$ cat src/rtl/timer_bus_bridge_if.sv
// Core-side load/store request and response channels of the timer bridge.
// The core drives the master modport and the bridge uses the slave modport.
interface timer_bus_bridge_if;
  logic        req_valid_i;
  logic        req_ready_o;
  logic        req_we_i;
  logic [31:0] req_addr_i;
  logic [31:0] req_wdata_i;
  logic [3:0]  req_be_i;
  logic        resp_valid_o;
  logic        resp_ready_i;
  logic [31:0] resp_rdata_o;
  logic        resp_err_o;

  modport master (
    output req_valid_i, req_we_i, req_addr_i, req_wdata_i, req_be_i, resp_ready_i,
    input  req_ready_o, resp_valid_o, resp_rdata_o, resp_err_o
  );

  modport slave (
    input  req_valid_i, req_we_i, req_addr_i, req_wdata_i, req_be_i, resp_ready_i,
    output req_ready_o, resp_valid_o, resp_rdata_o, resp_err_o
  );
endinterface

$ cat src/rtl/timer_bus_bridge.sv
// Bridges single-beat core loads/stores onto the CSR unit's mtime/mtimecmp
// port. Partial stores are done as read-modify-write. One request in flight.
module timer_bus_bridge #(
  parameter logic [31:0] MTIME_LO_ADDR    = 32'h0200_BFF8,
  parameter logic [31:0] MTIME_HI_ADDR    = 32'h0200_BFFC,
  parameter logic [31:0] MTIMECMP_LO_ADDR = 32'h0200_4000,
  parameter logic [31:0] MTIMECMP_HI_ADDR = 32'h0200_4004
) (
  input  logic                 clk,
  input  logic                 rst,
  timer_bus_bridge_if.slave    bus,
  output logic                 mtimeWe_o,
  output logic [31:0]          mtimeAddress_o,
  output logic [31:0]          mtimeData_o,
  input  logic [31:0]          mtimeData_i
);

  typedef enum logic [2:0] {IDLE, READ, RMW_READ, WRITE, RESP} state_t;

  localparam logic [31:0] WIN_ADDR [4] = '{MTIME_LO_ADDR, MTIME_HI_ADDR,
                                            MTIMECMP_LO_ADDR, MTIMECMP_HI_ADDR};

  state_t      state_reg;
  logic [31:0] addr_reg;
  logic [31:0] wdata_reg;
  logic [3:0]  be_reg;
  logic [31:0] merge_reg;
  logic        req_ready_reg;
  logic        resp_valid_reg;
  logic [31:0] resp_rdata_reg;
  logic        resp_err_reg;
  logic        mtime_we_reg;

  logic [3:0]  hit_vec;
  logic [31:0] merged_word;
  logic        accept;
  logic        req_bad;

  // The timer port address and write data come straight from the latched
  // address and the (possibly merged) write word, so they hold between requests.
  assign mtimeAddress_o   = addr_reg;
  assign mtimeData_o      = merge_reg;
  assign mtimeWe_o        = mtime_we_reg;
  assign bus.req_ready_o  = req_ready_reg;
  assign bus.resp_valid_o = resp_valid_reg;
  assign bus.resp_rdata_o = resp_rdata_reg;
  assign bus.resp_err_o   = resp_err_reg;

  assign accept  = bus.req_valid_i & req_ready_reg;
  assign req_bad = (bus.req_addr_i[1:0] != 2'b00) | ~(|hit_vec);

  genvar gi;
  // Window decode: one comparator per timer register.
  generate
    for (gi = 0; gi < 4; gi++) begin : g_hit
      assign hit_vec[gi] = (bus.req_addr_i == WIN_ADDR[gi]);
    end
  endgenerate

  // Byte merge for partial stores: enabled bytes from the store, rest from the CSR.
  generate
    for (gi = 0; gi < 4; gi++) begin : g_merge
      assign merged_word[8*gi +: 8] = be_reg[gi] ? wdata_reg[8*gi +: 8]
                                                 : mtimeData_i[8*gi +: 8];
    end
  endgenerate

  // Request sequencer with all core- and CSR-facing outputs registered.
  always_ff @(posedge clk or negedge rst) begin
    if (!rst) begin
      state_reg      <= IDLE;
      addr_reg       <= '0;
      wdata_reg      <= '0;
      be_reg         <= '0;
      merge_reg      <= '0;
      req_ready_reg  <= 1'b0;
      resp_valid_reg <= 1'b0;
      resp_rdata_reg <= '0;
      resp_err_reg   <= 1'b0;
      mtime_we_reg   <= 1'b0;
    end else begin
      case (state_reg)
        IDLE: begin
          req_ready_reg <= 1'b1;
          if (accept) begin
            req_ready_reg  <= 1'b0;
            addr_reg       <= bus.req_addr_i;
            wdata_reg      <= bus.req_wdata_i;
            be_reg         <= bus.req_be_i;
            resp_rdata_reg <= '0;
            resp_err_reg   <= 1'b0;
            if (req_bad) begin
              resp_err_reg   <= 1'b1;
              resp_valid_reg <= 1'b1;
              state_reg      <= RESP;
            end else if (!bus.req_we_i) begin
              state_reg <= READ;
            end else if (bus.req_be_i == 4'b1111) begin
              merge_reg    <= bus.req_wdata_i;
              mtime_we_reg <= 1'b1;
              state_reg    <= WRITE;
            end else if (bus.req_be_i == 4'b0000) begin
              resp_valid_reg <= 1'b1;
              state_reg      <= RESP;
            end else begin
              state_reg <= RMW_READ;
            end
          end
        end
        READ: begin
          resp_rdata_reg <= mtimeData_i;
          resp_valid_reg <= 1'b1;
          state_reg      <= RESP;
        end
        RMW_READ: begin
          merge_reg    <= merged_word;
          mtime_we_reg <= 1'b1;
          state_reg    <= WRITE;
        end
        WRITE: begin
          mtime_we_reg   <= 1'b0;
          resp_valid_reg <= 1'b1;
          state_reg      <= RESP;
        end
        RESP: begin
          if (bus.resp_ready_i) begin
            resp_valid_reg <= 1'b0;
            req_ready_reg  <= 1'b1;
            state_reg      <= IDLE;
          end
        end
        default: begin
          state_reg      <= IDLE;
          mtime_we_reg   <= 1'b0;
          resp_valid_reg <= 1'b0;
          req_ready_reg  <= 1'b0;
        end
      endcase
    end
  end

endmodule
$ cat src/flat_wrapper.sv
// flat-port wrapper written by rule: the top's interface ports become plain ports
module timer_bus_bridge_flat 
#(
  parameter logic [31:0] MTIME_LO_ADDR    = 32'h0200_BFF8,
  parameter logic [31:0] MTIME_HI_ADDR    = 32'h0200_BFFC,
  parameter logic [31:0] MTIMECMP_LO_ADDR = 32'h0200_4000,
  parameter logic [31:0] MTIMECMP_HI_ADDR = 32'h0200_4004
)
  (clk, rst, mtimeWe_o, mtimeAddress_o, mtimeData_o, mtimeData_i, bus_req_valid_i, bus_req_we_i, bus_req_addr_i, bus_req_wdata_i, bus_req_be_i, bus_resp_ready_i, bus_req_ready_o, bus_resp_valid_o, bus_resp_rdata_o, bus_resp_err_o);
  timer_bus_bridge_if bus_i ();
  input  logic clk;
  input  logic rst;
  output logic mtimeWe_o;
  output logic [31:0] mtimeAddress_o;
  output logic [31:0] mtimeData_o;
  input  logic [31:0] mtimeData_i;
  input wire logic [$bits(bus_i.req_valid_i)-1:0] bus_req_valid_i;
  input wire logic [$bits(bus_i.req_we_i)-1:0] bus_req_we_i;
  input wire logic [$bits(bus_i.req_addr_i)-1:0] bus_req_addr_i;
  input wire logic [$bits(bus_i.req_wdata_i)-1:0] bus_req_wdata_i;
  input wire logic [$bits(bus_i.req_be_i)-1:0] bus_req_be_i;
  input wire logic [$bits(bus_i.resp_ready_i)-1:0] bus_resp_ready_i;
  output wire logic [$bits(bus_i.req_ready_o)-1:0] bus_req_ready_o;
  output wire logic [$bits(bus_i.resp_valid_o)-1:0] bus_resp_valid_o;
  output wire logic [$bits(bus_i.resp_rdata_o)-1:0] bus_resp_rdata_o;
  output wire logic [$bits(bus_i.resp_err_o)-1:0] bus_resp_err_o;
  assign bus_i.req_valid_i = bus_req_valid_i;
  assign bus_i.req_we_i = bus_req_we_i;
  assign bus_i.req_addr_i = bus_req_addr_i;
  assign bus_i.req_wdata_i = bus_req_wdata_i;
  assign bus_i.req_be_i = bus_req_be_i;
  assign bus_i.resp_ready_i = bus_resp_ready_i;
  assign bus_req_ready_o = bus_i.req_ready_o;
  assign bus_resp_valid_o = bus_i.resp_valid_o;
  assign bus_resp_rdata_o = bus_i.resp_rdata_o;
  assign bus_resp_err_o = bus_i.resp_err_o;
  timer_bus_bridge #(.MTIME_LO_ADDR(MTIME_LO_ADDR), .MTIME_HI_ADDR(MTIME_HI_ADDR), .MTIMECMP_LO_ADDR(MTIMECMP_LO_ADDR), .MTIMECMP_HI_ADDR(MTIMECMP_HI_ADDR)) u_core (.clk(clk), .rst(rst), .bus(bus_i), .mtimeWe_o(mtimeWe_o), .mtimeAddress_o(mtimeAddress_o), .mtimeData_o(mtimeData_o), .mtimeData_i(mtimeData_i));
endmodule
$ cat config.mk
export PLATFORM = sky130hd
export DESIGN_NAME = timer_bus_bridge_flat
export DESIGN_NICKNAME = d
export VERILOG_FILES = /design/src/rtl/timer_bus_bridge_if.sv /design/src/rtl/timer_bus_bridge.sv /design/src/flat_wrapper.sv
export SDC_FILE = /design/constraint.sdc
export NUM_CORES = 1
export LEC_CHECK = 0
export ABC_AREA = 1
export BUFFER_PORTS_ARGS = -buffer_cell sky130_fd_sc_hd__buf_2
export CAP_MARGIN = 10
export CORE_UTILIZATION = 40
export CTS_CLUSTER_DIAMETER = 40
export CTS_CLUSTER_SIZE = 8
export DETAILED_ROUTE_END_ITERATION = 8
export GPL_ROUTABILITY_DRIVEN = 0
export MAX_ROUTING_LAYER = met4
export PLACE_DENSITY_LB_ADDON = 0.2
export SYNTH_ARGS = -nofsm -noshare
export SYNTH_HDL_FRONTEND = slang
export SYNTH_SLANG_ARGS = --single-unit
$ cat constraint.sdc
create_clock -name clk -period 1.7 [get_ports clk]
set_input_delay 0.085 -clock clk [delete_from_list [all_inputs] [get_ports clk]]
set_output_delay 0.085 -clock clk [all_outputs]
set_load 0.02 [all_outputs]
==> results.yml <==
cells_and_area:
  drive_gt1_frac: 0.300
  fin_nets: 1126
  syn_to_final_growth_pct: 48.9
  fin_cells: 1243
  diodes: 0
  utilization: 0.616
synth:
  synth_area_um2: 6340
  synth_cell_types: 25
  avgSynthCellArea_um2: 8.73
  seq_area_frac_synth: 0.549
  ys_ff_latch: 139
  syn_nets: 831
  ys_warn_count: 0
  synth_cells: 726
clock_network:
  cts_root_buf: "clkbuf_16"
  clk_path_buf_depth: 2
  cts_tree: "built"
  cts_sinks: 139
  cts_buffers: 17
  path_clk_slew_ns: 0.06
  clk_latency_ns: 0.41
  cts.htree.levels: 4
drt:
  viasPerCell: 4.74
  wire_per_inst_um: 15.0
  dr.pass1.iters: 5
  drc: 0
  num_vias: 5896
  drtIter0Drc: 317
  ant_nets: 0
  routed_wl_um: 18600
global_routing:
  grtUsageTotal: 0.224
  grt_pass1_wl_um: 27600
  antenna_found_initial: 0
  overflow: 0
  grt_max_degree: 104
  grt_pass1_vias: 5716
power:
  pwr_density_cell_nw_per_um2: 1530
  vdd_drop_max_uv: 949
  p_leak_nw: 4.92
setup_path:
  cp.required_ns: 2.00
  worstPathCellList: "nand2_2 > or3_4 > o21ai_4 > nand2_8 > clkbuf_16 > nand2_1 > o21ai_2"
  startpoint_type: "register"
  slowest_delay_ns: 0.40
  path_class: "reg2reg"
  worstPathArrival_ns: 2.00
  cp_max_fo: 8
  end_kind: "register"
  slowest_stage: "dfrtp_1"
timing:
  setup_violations: 1
  worst-slew-pin-transition_ns: 0.546
  slew_violations: 0
  fin_worst_skew_ns: 0.00571
  period_share: 1.00
  fin_ws_ns: -0.00552
  hold_viol: 0
  min_period_ns: 1.71
  rsz0062_at_grt: "true"
  fmax_mhz: 586
  slew_headroom: 0.636
die:
  die_h_um: 128
  rows: 45
  core_um2: 15300
  initial_utilization: 0.414
  die_w_um: 128
  dieArea_um2: 16400
  io_pins: 205
job:
  maxCapViolations: 0
place:
  port_buffers: 204
  pre_cts_ws_ns: 0.0386
  hpwl_um: 10800
  place_inst: 1111
min_path:
  hold_path.class: "in2reg"
status:
  outcome: "finished with violations"
  violations: "negative setup slack"
[cells in the final DEF, fill, tap and decap left out, types with 14 or more instances in the layout]
| cell | count |
|---|---|
| buf_2 | 186 |
| nand2_1 | 190 |
| dlygate4sd3_1 | 93 |
| o21ai_2 | 24 |
| buf_4 | 15 |
| clkbuf_16 | 21 |
| dfrtp_1 | 138 |
| o21ai_0 | 83 |
| mux2i_1 | 32 |
| inv_1 | 77 |
| o21ai_1 | 38 |
| nor2_1 | 14 |
| nand3_1 | 35 |
[synth_stat cells]
cell,number,area [um^2]
or3_1,1,6.26
or2_2,1,6.26
nor2_1,19,71.3
mux2_2,1,11.3
o21ai_1,39,195
o21ai_2,24,210
buf_6,6,67.6
o21ai_0,83,415
nor2_4,2,22.5
nor2_2,3,18.8
buf_2,19,95.1
mux2i_1,32,320
inv_1,84,315
dfrtp_1,139,3480
nand4_1,4,25.0
nand3_1,40,200
a21oi_1,2,10.0
nand2_2,2,12.5
o21a_1,1,7.51
buf_1,3,11.3
nand2_1,199,747
clkbuf_1,16,60.1
a32o_1,1,10.0
nor3_1,1,5.00
inv_2,4,15.0
[through the flow]
| stage | hold WS, ns | setup TNS, ns | total power [mW] | instance area (um^2) |
|---|---|---|---|---|
| after CTS | 0.122 | 0 | 13.9 | 9180 |
| after detailed placement | -0.00860 | 0 | 10.1 | 7580 |
| after floorplan | -0.211 | 0 | 8.54 | 6340 |
| final | 0.0198 | -0.00552 | 14.5 | 9440 |
| after global routing | 0.0455 | -0.905 | 15.4 | 9440 |
| after global placement | -0.00728 | 0 | 9.98 | 7580 |
[path summary, 6_finish.rpt]
check | to | slack [ns] | depth (start not counted) | from
setup / recovery | u_core.mtimeData_o[10]$_DFFE_PN0P_ | -0.006 | 7 | u_core.bus.req_ready_o$_DFFE_PN0P_
hold / removal | u_core.mtimeAddress_o[18]$_DFFE_PN0P_ | 0.02 | 3 | bus_req_addr_i[18]
setup reg to reg | u_core.mtimeData_o[10]$_DFFE_PN0P_ | -0.006 | 7 | u_core.bus.req_ready_o$_DFFE_PN0P_
hold reg to reg | u_core.mtimeWe_o$_DFFE_PN0P_ | 0.47 | 2 | u_core.mtimeWe_o$_DFFE_PN0P_
max in group asynchronous | u_core.mtimeAddress_o[9]$_DFFE_PN0P_ | 1.00 | 3 | rst
min in group asynchronous | u_core.bus.resp_rdata_o[9]$_DFFE_PN0P_ | 0.13 | 2 | rst
[layer usage]
layer | global-route usage | up-vias | part of all wire
met2 | 0.376 | 191 | 0.50
met4 | 0.0844 | 0 | 0.017
met5 | - | - | 0
met3 | 0.0401 | 32 | 0.045
met1 | 0.269 | 2764 | 0.44
li1 | - | 2909 | -
[where the power goes]
part | internal [mW] | switching (mW) | total, mW | leakage (nW)
logic | 2.18 | 3.40 | 5.58 | 2.88
clock network | 2.21 | 1.34 | 3.55 | 0.272
registers | 4.50 | 0.852 | 5.35 | 1.77
total | 8.88 | 5.60 | 14.5 | 4.92
[cell families after synthesis]
kind of cell / Yosys count / synth area share
compound gates: 150 / 0.134
simple gates: 272 / 0.176
flops: 139 / 0.549
mux: 33 / 0.0523
buf+inv: 132 / 0.0890
[worst max-delay path, delay by kind of cell (launching register included)]
family,cells,cell delay [ns]
and+or+nand+nor,4,0.70
DFF,1,0.40
AOI/OAI and AO/OA,2,0.28
buffers and inverters,1,0.21
[final cells by class]
type | count | area (um^2)
multi-input cells | 455 | 2400
clock inverters | 8 | 95.1
well taps | 211 | 264
clock buffers | 22 | 464
flip-flops and latches | 139 | 3480
repair buffers | 320 | 2400
inverters | 88 | 333
fillers | 1324 | 5880
[what timing repair did]
action                                  in CTS  in global routing
hold buffers                               103                  0
buffers inserted                             0                  9
endpoints found under the hold margin      272                  0
endpoints found under the setup margin       0                133
resized for setup                            0                 48
No activity file was read; power rests on OpenSTA's default activity.
